===== config.mk =====
export PLATFORM = sky130hd
export DESIGN_NAME = axi_txn_mon_flat
export DESIGN_NICKNAME = d
export VERILOG_FILES = /design/src/rtl/axi_txn_mon_if.sv /design/src/rtl/axi_txn_mon.sv /design/src/flat_wrapper.sv
export SDC_FILE = /design/constraint.sdc
export NUM_CORES = 1
export LEC_CHECK = 0
export CORE_UTILIZATION = 46
export CTS_BUF_LIST = sky130_fd_sc_hd__clkbuf_8
export CTS_CLUSTER_SIZE = 12
export DETAILED_ROUTE_END_ITERATION = 8
export PLACE_DENSITY = 0.78
export SYNTH_ARGS = -nofsm -noshare
export SYNTH_HDL_FRONTEND = slang
export SYNTH_SLANG_ARGS = --single-unit

===== constraint.sdc =====
create_clock -name clk -period 1.4 [get_ports clk]
set_input_delay 0.14 -clock clk [delete_from_list [all_inputs] [get_ports clk]]
set_output_delay 0.14 -clock clk [all_outputs]
set_load 0.03 [all_outputs]

===== src/rtl/axi_txn_mon_if.sv =====
// AXI4-lite handshake and response signals observed by axi_txn_mon.
// The mon modport is input-only: the monitor never drives the bus.
interface axi_txn_mon_if;
    logic       awvalid;
    logic       awready;
    logic       wvalid;
    logic       wready;
    logic       bvalid;
    logic       bready;
    logic [1:0] bresp;
    logic       arvalid;
    logic       arready;
    logic       rvalid;
    logic       rready;
    logic [1:0] rresp;

    modport master (
        output awvalid, wvalid, bready, arvalid, rready,
        input  awready, wready, bvalid, bresp, arready, rvalid, rresp
    );

    modport slave (
        input  awvalid, wvalid, bready, arvalid, rready,
        output awready, wready, bvalid, bresp, arready, rvalid, rresp
    );

    modport mon (
        input awvalid, awready, wvalid, wready, bvalid, bready, bresp,
              arvalid, arready, rvalid, rready, rresp
    );
endinterface


===== src/rtl/axi_txn_mon.sv =====
// Passive AXI4-lite transaction monitor: outstanding counters, completion
// pulses for the RD/WR status counters, and sticky protocol error flags.
module axi_txn_mon #(
    parameter int unsigned CNT_W = 3,
    parameter int unsigned TO_W  = 8
) (
    input  logic             clk,
    input  logic             rst,
    axi_txn_mon_if.mon       bus,
    input  logic             err_clr,
    output logic             axi_wr_sync,
    output logic             axi_rd_sync,
    output logic [CNT_W-1:0] aw_pend,
    output logic [CNT_W-1:0] w_pend,
    output logic [CNT_W-1:0] rd_pend,
    output logic [4:0]       err_flags
);

    logic             hs_aw, hs_w, hs_b, hs_ar, hs_r;
    logic             b_legal, r_legal, busy;
    logic [CNT_W:0]   aw_nx, w_nx, rd_nx;
    logic [TO_W-1:0]  wd, wd_nx;
    logic             wd_fire;
    logic [4:0]       new_err, err_nx;

    // Returns {overflow, next_count}; decrement at zero holds, increment at max saturates.
    function automatic logic [CNT_W:0] cnt_next(input logic [CNT_W-1:0] c,
                                                input logic inc, input logic dec);
        cnt_next = {1'b0, c};
        if (inc && !dec) begin
            if (c == '1) cnt_next = {1'b1, c};
            else         cnt_next = {1'b0, c + 1'b1};
        end else if (dec && !inc && c != '0) begin
            cnt_next = {1'b0, c - 1'b1};
        end
    endfunction

    always_comb begin
        hs_aw   = bus.awvalid & bus.awready;
        hs_w    = bus.wvalid  & bus.wready;
        hs_b    = bus.bvalid  & bus.bready;
        hs_ar   = bus.arvalid & bus.arready;
        hs_r    = bus.rvalid  & bus.rready;

        b_legal = (aw_pend != '0 || hs_aw) && (w_pend != '0 || hs_w);
        r_legal = (rd_pend != '0 || hs_ar);

        aw_nx   = cnt_next(aw_pend, hs_aw, hs_b);
        w_nx    = cnt_next(w_pend,  hs_w,  hs_b);
        rd_nx   = cnt_next(rd_pend, hs_ar, hs_r);

        busy    = (aw_pend != '0) || (w_pend != '0) || (rd_pend != '0);
        wd_nx   = wd;
        wd_fire = 1'b0;
        if (hs_b || hs_r || !busy) begin
            wd_nx = '0;
        end else if (wd != '1) begin
            wd_nx   = wd + 1'b1;
            wd_fire = (wd_nx == '1);
        end

        new_err[0] = hs_b & ~b_legal;
        new_err[1] = hs_r & ~r_legal;
        new_err[2] = aw_nx[CNT_W] | w_nx[CNT_W] | rd_nx[CNT_W];
        new_err[3] = (hs_b & bus.bresp[1]) | (hs_r & bus.rresp[1]);
        new_err[4] = wd_fire;

        // A clear and a fresh error in the same cycle leave the fresh bit set.
        err_nx = (err_clr ? 5'b0 : err_flags) | new_err;
    end

    always_ff @(posedge clk) begin
        if (rst) begin
            aw_pend     <= '0;
            w_pend      <= '0;
            rd_pend     <= '0;
            wd          <= '0;
            err_flags   <= '0;
            axi_wr_sync <= 1'b0;
            axi_rd_sync <= 1'b0;
        end else begin
            aw_pend     <= aw_nx[CNT_W-1:0];
            w_pend      <= w_nx[CNT_W-1:0];
            rd_pend     <= rd_nx[CNT_W-1:0];
            wd          <= wd_nx;
            err_flags   <= err_nx;
            axi_wr_sync <= hs_b;
            axi_rd_sync <= hs_r;
        end
    end

endmodule


===== src/flat_wrapper.sv =====
// flat-port wrapper written by rule: the top's interface ports become plain ports
module axi_txn_mon_flat 
#(
    parameter int unsigned CNT_W = 3,
    parameter int unsigned TO_W  = 8
)
  (clk, rst, err_clr, axi_wr_sync, axi_rd_sync, aw_pend, w_pend, rd_pend, err_flags, bus_awvalid, bus_awready, bus_wvalid, bus_wready, bus_bvalid, bus_bready, bus_bresp, bus_arvalid, bus_arready, bus_rvalid, bus_rready, bus_rresp);
  axi_txn_mon_if bus_i ();
  input  logic clk;
  input  logic rst;
  input  logic err_clr;
  output logic axi_wr_sync;
  output logic axi_rd_sync;
  output logic [CNT_W-1:0] aw_pend;
  output logic [CNT_W-1:0] w_pend;
  output logic [CNT_W-1:0] rd_pend;
  output logic [4:0] err_flags;
  input wire logic [$bits(bus_i.awvalid)-1:0] bus_awvalid;
  input wire logic [$bits(bus_i.awready)-1:0] bus_awready;
  input wire logic [$bits(bus_i.wvalid)-1:0] bus_wvalid;
  input wire logic [$bits(bus_i.wready)-1:0] bus_wready;
  input wire logic [$bits(bus_i.bvalid)-1:0] bus_bvalid;
  input wire logic [$bits(bus_i.bready)-1:0] bus_bready;
  input wire logic [$bits(bus_i.bresp)-1:0] bus_bresp;
  input wire logic [$bits(bus_i.arvalid)-1:0] bus_arvalid;
  input wire logic [$bits(bus_i.arready)-1:0] bus_arready;
  input wire logic [$bits(bus_i.rvalid)-1:0] bus_rvalid;
  input wire logic [$bits(bus_i.rready)-1:0] bus_rready;
  input wire logic [$bits(bus_i.rresp)-1:0] bus_rresp;
  assign bus_i.awvalid = bus_awvalid;
  assign bus_i.awready = bus_awready;
  assign bus_i.wvalid = bus_wvalid;
  assign bus_i.wready = bus_wready;
  assign bus_i.bvalid = bus_bvalid;
  assign bus_i.bready = bus_bready;
  assign bus_i.bresp = bus_bresp;
  assign bus_i.arvalid = bus_arvalid;
  assign bus_i.arready = bus_arready;
  assign bus_i.rvalid = bus_rvalid;
  assign bus_i.rready = bus_rready;
  assign bus_i.rresp = bus_rresp;
  axi_txn_mon #(.CNT_W(CNT_W), .TO_W(TO_W)) u_core (.clk(clk), .rst(rst), .bus(bus_i), .err_clr(err_clr), .axi_wr_sync(axi_wr_sync), .axi_rd_sync(axi_rd_sync), .aw_pend(aw_pend), .w_pend(w_pend), .rd_pend(rd_pend), .err_flags(err_flags));
endmodule

# After elaboration in Yosys (flattened, before gate mapping)
# Index checks and enable logic that the tools add are counted.
[classes]
n_addsub = 7
order_cmp = 0
shifts = 0
mux = 12
bitwise = 15
eq_ne = 8
reduce_logical = 33
div = 0
multipliers = 0
[ops]
columns = ["operator", "n"]
rows = [
  ["4-bit two-way mux", 6],
  ["1-bit logical AND", 10],
  ["3-bit by 1-bit adder with 3-bit output (second input constant)", 3],
  ["1-bit AND", 9],
  ["3-bit equality test (second input constant)", 3],
  ["3-bit two-way mux", 3],
  ["3-bit nonzero test", 3],
  ["3-bit by 1-bit subtractor with 3-bit output (second input constant)", 3],
  ["8-bit by 1-bit adder with 8-bit output (second input constant)", 1],
  ["8-bit equality test (second input constant)", 1],
  ["8-bit inequality test (second input constant)", 1],
  ["1-bit logical OR", 7],
  ["1-bit logical NOT", 6],
  ["2-bit inequality test (second input constant)", 3],
  ["2-bit AND reduction", 3],
  ["2-bit nonzero test", 3],
  ["5-bit two-way mux", 1],
  ["5-bit OR", 1],
  ["1-bit OR", 3],
  ["1-bit two-way mux", 2],
  ["1-bit inverter", 2],
  ["2-bit OR reduction", 1],
]
[word_totals]
ram_bits = 0
regBits = 24
memories = 0
rom_bits = 0
latch_bits = 0
wordCells = 82
output_inout_bits = 16

# Depth between registers and ports, before layout
# Gate-level depths: netlist of the first run.
[depth]
ltp_word = 9
ltp_mapped = 7
mapped_depth_nobuf = 7

# Least setup slack after synthesis of the first run
# OpenSTA, ideal clock, no wires.
[synth_path]
path_type = "reg2reg"
from = "reg u_core.rd_pend[0]"
to = "reg u_core.err_flags[4]"
setup_time_ps = 59
stages_incl_launch_ff = 8
path_buffers = 0
t_required_ps = 1341
t_arrival_ps = 1747
slack_ps = -406
path_cell_list = "dfxtp_1 > inv_1 > ha_1 > nor2b_1 > a31o_4 > o21bai_4 > nor3_2 > a22o_1"
[synth_via]
elab_chain_len = 6
[synth_rtl]
columns = ["item", "line", "text"]
rows = [
  ["start: declaration", "axi_txn_mon.sv:15", "output logic [CNT_W-1:0] rd_pend,"],
  ["start signal: assignment", "axi_txn_mon.sv:84", "rd_pend <= rd_nx[CNT_W-1:0];"],
  ["3-bit nonzero test", "axi_txn_mon.sv:52", "busy = (aw_pend != '0) || (w_pend != '0) || (rd_pend != '0);"],
  ["1-bit logical OR", "axi_txn_mon.sv:52", ""],
  ["1-bit logical NOT", "axi_txn_mon.sv:55", "if (hs_b || hs_r || !busy) begin"],
  ["1-bit logical OR", "axi_txn_mon.sv:55", ""],
  ["1-bit two-way mux", "axi_txn_mon.sv:55", ""],
  ["5-bit OR", "axi_txn_mon.sv:69", "err_nx = (err_clr ? 5'b0 : err_flags) | new_err;"],
  ["end signal: assignment", "axi_txn_mon.sv:86", "err_flags <= err_nx;"],
  ["end: declaration", "axi_txn_mon.sv:16", "output logic [4:0] err_flags"],
]
# Every way passes these cells.
# A chain may end at the register's enable or synchronous reset.

# Final worst setup path of the first run
[layout_path]
from = "reg u_core.w_pend[1]"
to = "reg u_core.err_flags[4]"
[layout_via]
elab_chain_len = 7
[layout_rtl]
columns = ["item", "line", "text"]
rows = [
  ["start: declaration", "axi_txn_mon.sv:14", "output logic [CNT_W-1:0] w_pend,"],
  ["start signal: assignment", "axi_txn_mon.sv:83", "w_pend <= w_nx[CNT_W-1:0];"],
  ["3-bit nonzero test", "axi_txn_mon.sv:52", ""],
  ["1-bit logical OR (2 in a row)", "axi_txn_mon.sv:52", ""],
  ["1-bit logical NOT", "axi_txn_mon.sv:55", ""],
  ["1-bit logical OR", "axi_txn_mon.sv:55", ""],
  ["1-bit two-way mux", "axi_txn_mon.sv:55", ""],
  ["5-bit OR", "axi_txn_mon.sv:69", ""],
]
# Every way passes these cells.

==> flow_metrics.env, run 1 <==
export IMPL_path_cells="inv_4, ha_4, nor2b_4, a31o_4, o21bai_4, nor3_2, a22o_1"
export IMPL_min_to="u_core.err_flags[3]"
export IMPL_min_path_type="flop to flop"
export IMPL_gr_usage_all_layers=0.235
export IMPL_synth_edf_count=0
export IMPL_synth_mux_area_fraction=0.0143
export IMPL_busiest_layer="met2"
export IMPL_initial_utilization=0.496
export IMPL_grt_pass1_wl_um=6000
export IMPL_ys_seq_elements=24
export IMPL_num_rows=19
export IMPL_ff2ff_setup_slack_ps=-30
export IMPL_rsz0062_at_grt="true"
export IMPL_syn_area_um2=1400
export IMPL_worstSetupStartpointType="flop"
export IMPL_cts_tree="built"
export IMPL_ff2ff_path_depth=7
export IMPL_via_count=1397
export IMPL_first_global_vias=1397
export IMPL_synth_top_area_frac=0.343
export IMPL_cts_buffer_depth=2
export IMPL_initialDrtViolationCount=50
export IMPL_drv_slew=0
export IMPL_cp_num_buf_inv=1
export IMPL_synth_fa_ha_area_frac=0.125
export IMPL_violations="setup timing"
export IMPL_hold_ws_ps=473
export IMPL_crit_path_end_kind="flop"
export IMPL_drc=0
export IMPL_synth_most_common_cell="dfxtp_1"
export IMPL_hpwl_um=2770
export IMPL_cts_made_buffers=3
export IMPL_p_leak_nw=0.937
export IMPL_numPortBuffers=30
export IMPL_fin_util=0.751
export IMPL_synthTopCellsByCount="24 x dfxtp_1, 18 x nor2_1, 17 x nand2_1, 14 x a21oi_1, 14 x ha_1"
export IMPL_fin_nets=250
export IMPL_powerDensity_nw_per_um2=996
export IMPL_crit_path_start="u_core.w_pend[1]"
export IMPL_place_gp_congestion=0.915
export IMPL_path_clk_slew_ps=90
export IMPL_die_y_um=57.2
export IMPL_use_met3=0.0658
export IMPL_postRouteWirelength_um=3970
export IMPL_drive_gt1_frac=0.303
export IMPL_vias_per_cell=5.61
export IMPL_syn_to_final_growth_pct=51.6
export IMPL_critical_path_class="flop to flop"
export IMPL_first_pass_iters=4
export IMPL_io_pins=33
export IMPL_diodes=0
export IMPL_peakVddDrop_uv=770
export IMPL_holdCritStartpoint="u_core.err_flags[3]"
export IMPL_use_met2=0.434
export IMPL_fmax_mhz=700
export IMPL_ys_seq_area_frac=0.343
export IMPL_arrival_ps=1650
export IMPL_period_share=1.02
export IMPL_report_power_total_mw=2.12
export IMPL_finalSetupViolations=1
export IMPL_outcome="complete, but fails checks"
export IMPL_core_area_um2=2830
export IMPL_yosysTopAreaCell="dfxtp_1"
export IMPL_clock_sinks=24
export IMPL_antenna_found_initial=0
export IMPL_worst_slew_pin_slew_ps=361
export IMPL_hold_buffers=0
export IMPL_grt_max_degree=17
export IMPL_netlist_cell_type_count=35
export IMPL_cp_top_family="compound AO/OA/AOI/OAI gates"
export IMPL_hold_viol=0
export IMPL_clock_skew_ps=2.95
export IMPL_syn_inst=164
export IMPL_yosys_area_share_simple=0.206
export IMPL_grtUsageMet1=0.263
export IMPL_critPathSlowestCell="dfxtp_4"
export IMPL_yosys_most_used_dff="dfxtp_1"
export IMPL_syn_num_nets=195
export IMPL_cts_htree_levels=1
export IMPL_period_needed_ps=1430
export IMPL_whs_path_depth=2
export IMPL_synth_area_top_cells="dfxtp_1 34%, ha_1 12%, xnor2_1 5.6%"
export IMPL_dieWidth_um=57.2
export IMPL_grt_ovfl_total=0
export IMPL_async_reset_ff_frac=0
export IMPL_synth_compound_area_frac=0.194
export IMPL_wl_per_cell_um=15.9
export IMPL_r2r_start="u_core.w_pend[1]"
export IMPL_crit_required_ps=1620
export IMPL_synth_warnings=0
export IMPL_timing_slew_headroom=0.759
export IMPL_clk_latency_ps=270
export IMPL_ant_nets=0
export IMPL_maxCapViolations=0
export IMPL_syn_area_per_cell_um2=8.55
export IMPL_root_buffer="clkbuf_8"
export IMPL_dieArea_um2=3270
export IMPL_setup_slack_ps=-29.3
export IMPL_r2r_end="u_core.err_flags[4]"
export IMPL_cp_max_fo=4
export IMPL_synthXorXnorAreaFrac=0.0749
export IMPL_synth_top_family_by_area="simple AND/OR/NAND/NOR gates"
export IMPL_crit_path_max_incr_delay_ps=390
## worst min-delay path, stage by stage, from the launching register on
cell and delay, ps:
dfxtp_1 320, nand2_1 60, a21oi_1 50
## metal layers
layer  up-vias  share of wire
met5         -              0
met1       671           0.41
li1        678              -
met4         0          0.020
met3         8          0.044
met2        40           0.53
## what timing repair did
action,in CTS,in global routing
pin swaps,1,5
buffers inserted,0,2
endpoints found under the setup margin,19,15
gates resized for setup,27,16
## flip-flops by register name (all words and copies together), names as in the netlist
| register | cells |
|---|---|
| u_core.wd | 8 |
| u_core.axi_wr_sync | 1 |
| u_core.w_pend | 3 |
| u_core.rd_pend | 3 |
| u_core.axi_rd_sync | 1 |
| u_core.aw_pend | 3 |
| u_core.err_flags | 5 |
## worst max path at each step
stage                           to  cells after the start
2_1_floorplan  u_core.err_flags[4]                      7
3_3_place_gp   u_core.err_flags[4]                      6
3_5_place_dp     u_core.aw_pend[2]                      6
4_1_cts        u_core.err_flags[4]                      7
5_1_grt        u_core.err_flags[4]                      7
6_report       u_core.err_flags[4]                      7
## layout by cell type, fill, tap and decap left out, drive strengths merged, types with 4 or more instances in the layout
cell	instances
nor2	18
nand3	9
xnor2	9
a21o	4
inv	9
dfxtp	24
nand2	17
buf	25
dlygate4sd2	14
clkdlybuf4s50	14
ha	14
a21oi	14
## layout make-up
type	instances	area, µm²
multi-input combinational	126	992
fill	199	703
sequential	24	504
timing repair buffer	55	475
inverter	9	43.8
clock buffer	3	41.3
tap	31	38.8
clock inverter	1	30.0
## stage by stage
stage | setup TNS, ps | worst slack (ps) | cells | instance area [µm²]
after floorplan | -65.9 | -65.9 | 164 | 1460
after global placement | -2430 | -216 | 244 | 1950
after detailed placement | -3320 | -312 | 244 | 1950
after CTS | -26.8 | -17.7 | 248 | 2050
after global routing | -272 | -93.1 | 249 | 2130
final | -29.3 | -29.3 | 249 | 2130
## cells by family (layout without fill, tap and decap cells)
| logic type | after synthesis | count (layout) |
|---|---|---|
| xor+xnor | 12 | 12 |
| simple gates | 60 | 60 |
| compound gates | 38 | 38 |
| buf+inv | 14 | 68 |
| mux | 2 | 2 |
| flops | 24 | 24 |
| fa+ha+maj | 14 | 14 |
## power breakdown
| group | switching [mW] | internal [mW] |
|---|---|---|
| clock network | 0.236 | 0.383 |
| logic | 0.366 | 0.332 |
| registers | 0.0616 | 0.740 |
| total | 0.663 | 1.46 |
Power figures use the tool's default switching activity.
==> run 2, diff against run 1 <==
--- a/config.mk
+++ b/config.mk
@@ -5,6 +5,7 @@
 export SDC_FILE = /design/constraint.sdc
 export NUM_CORES = 1
 export LEC_CHECK = 0
+export CAP_MARGIN = 20
 export CORE_UTILIZATION = 46
 export CTS_BUF_LIST = sky130_fd_sc_hd__clkbuf_8
 export CTS_CLUSTER_SIZE = 12
==> results of run 2 <==
The final DEF is identical to that of run 1; final timing and power are the same.
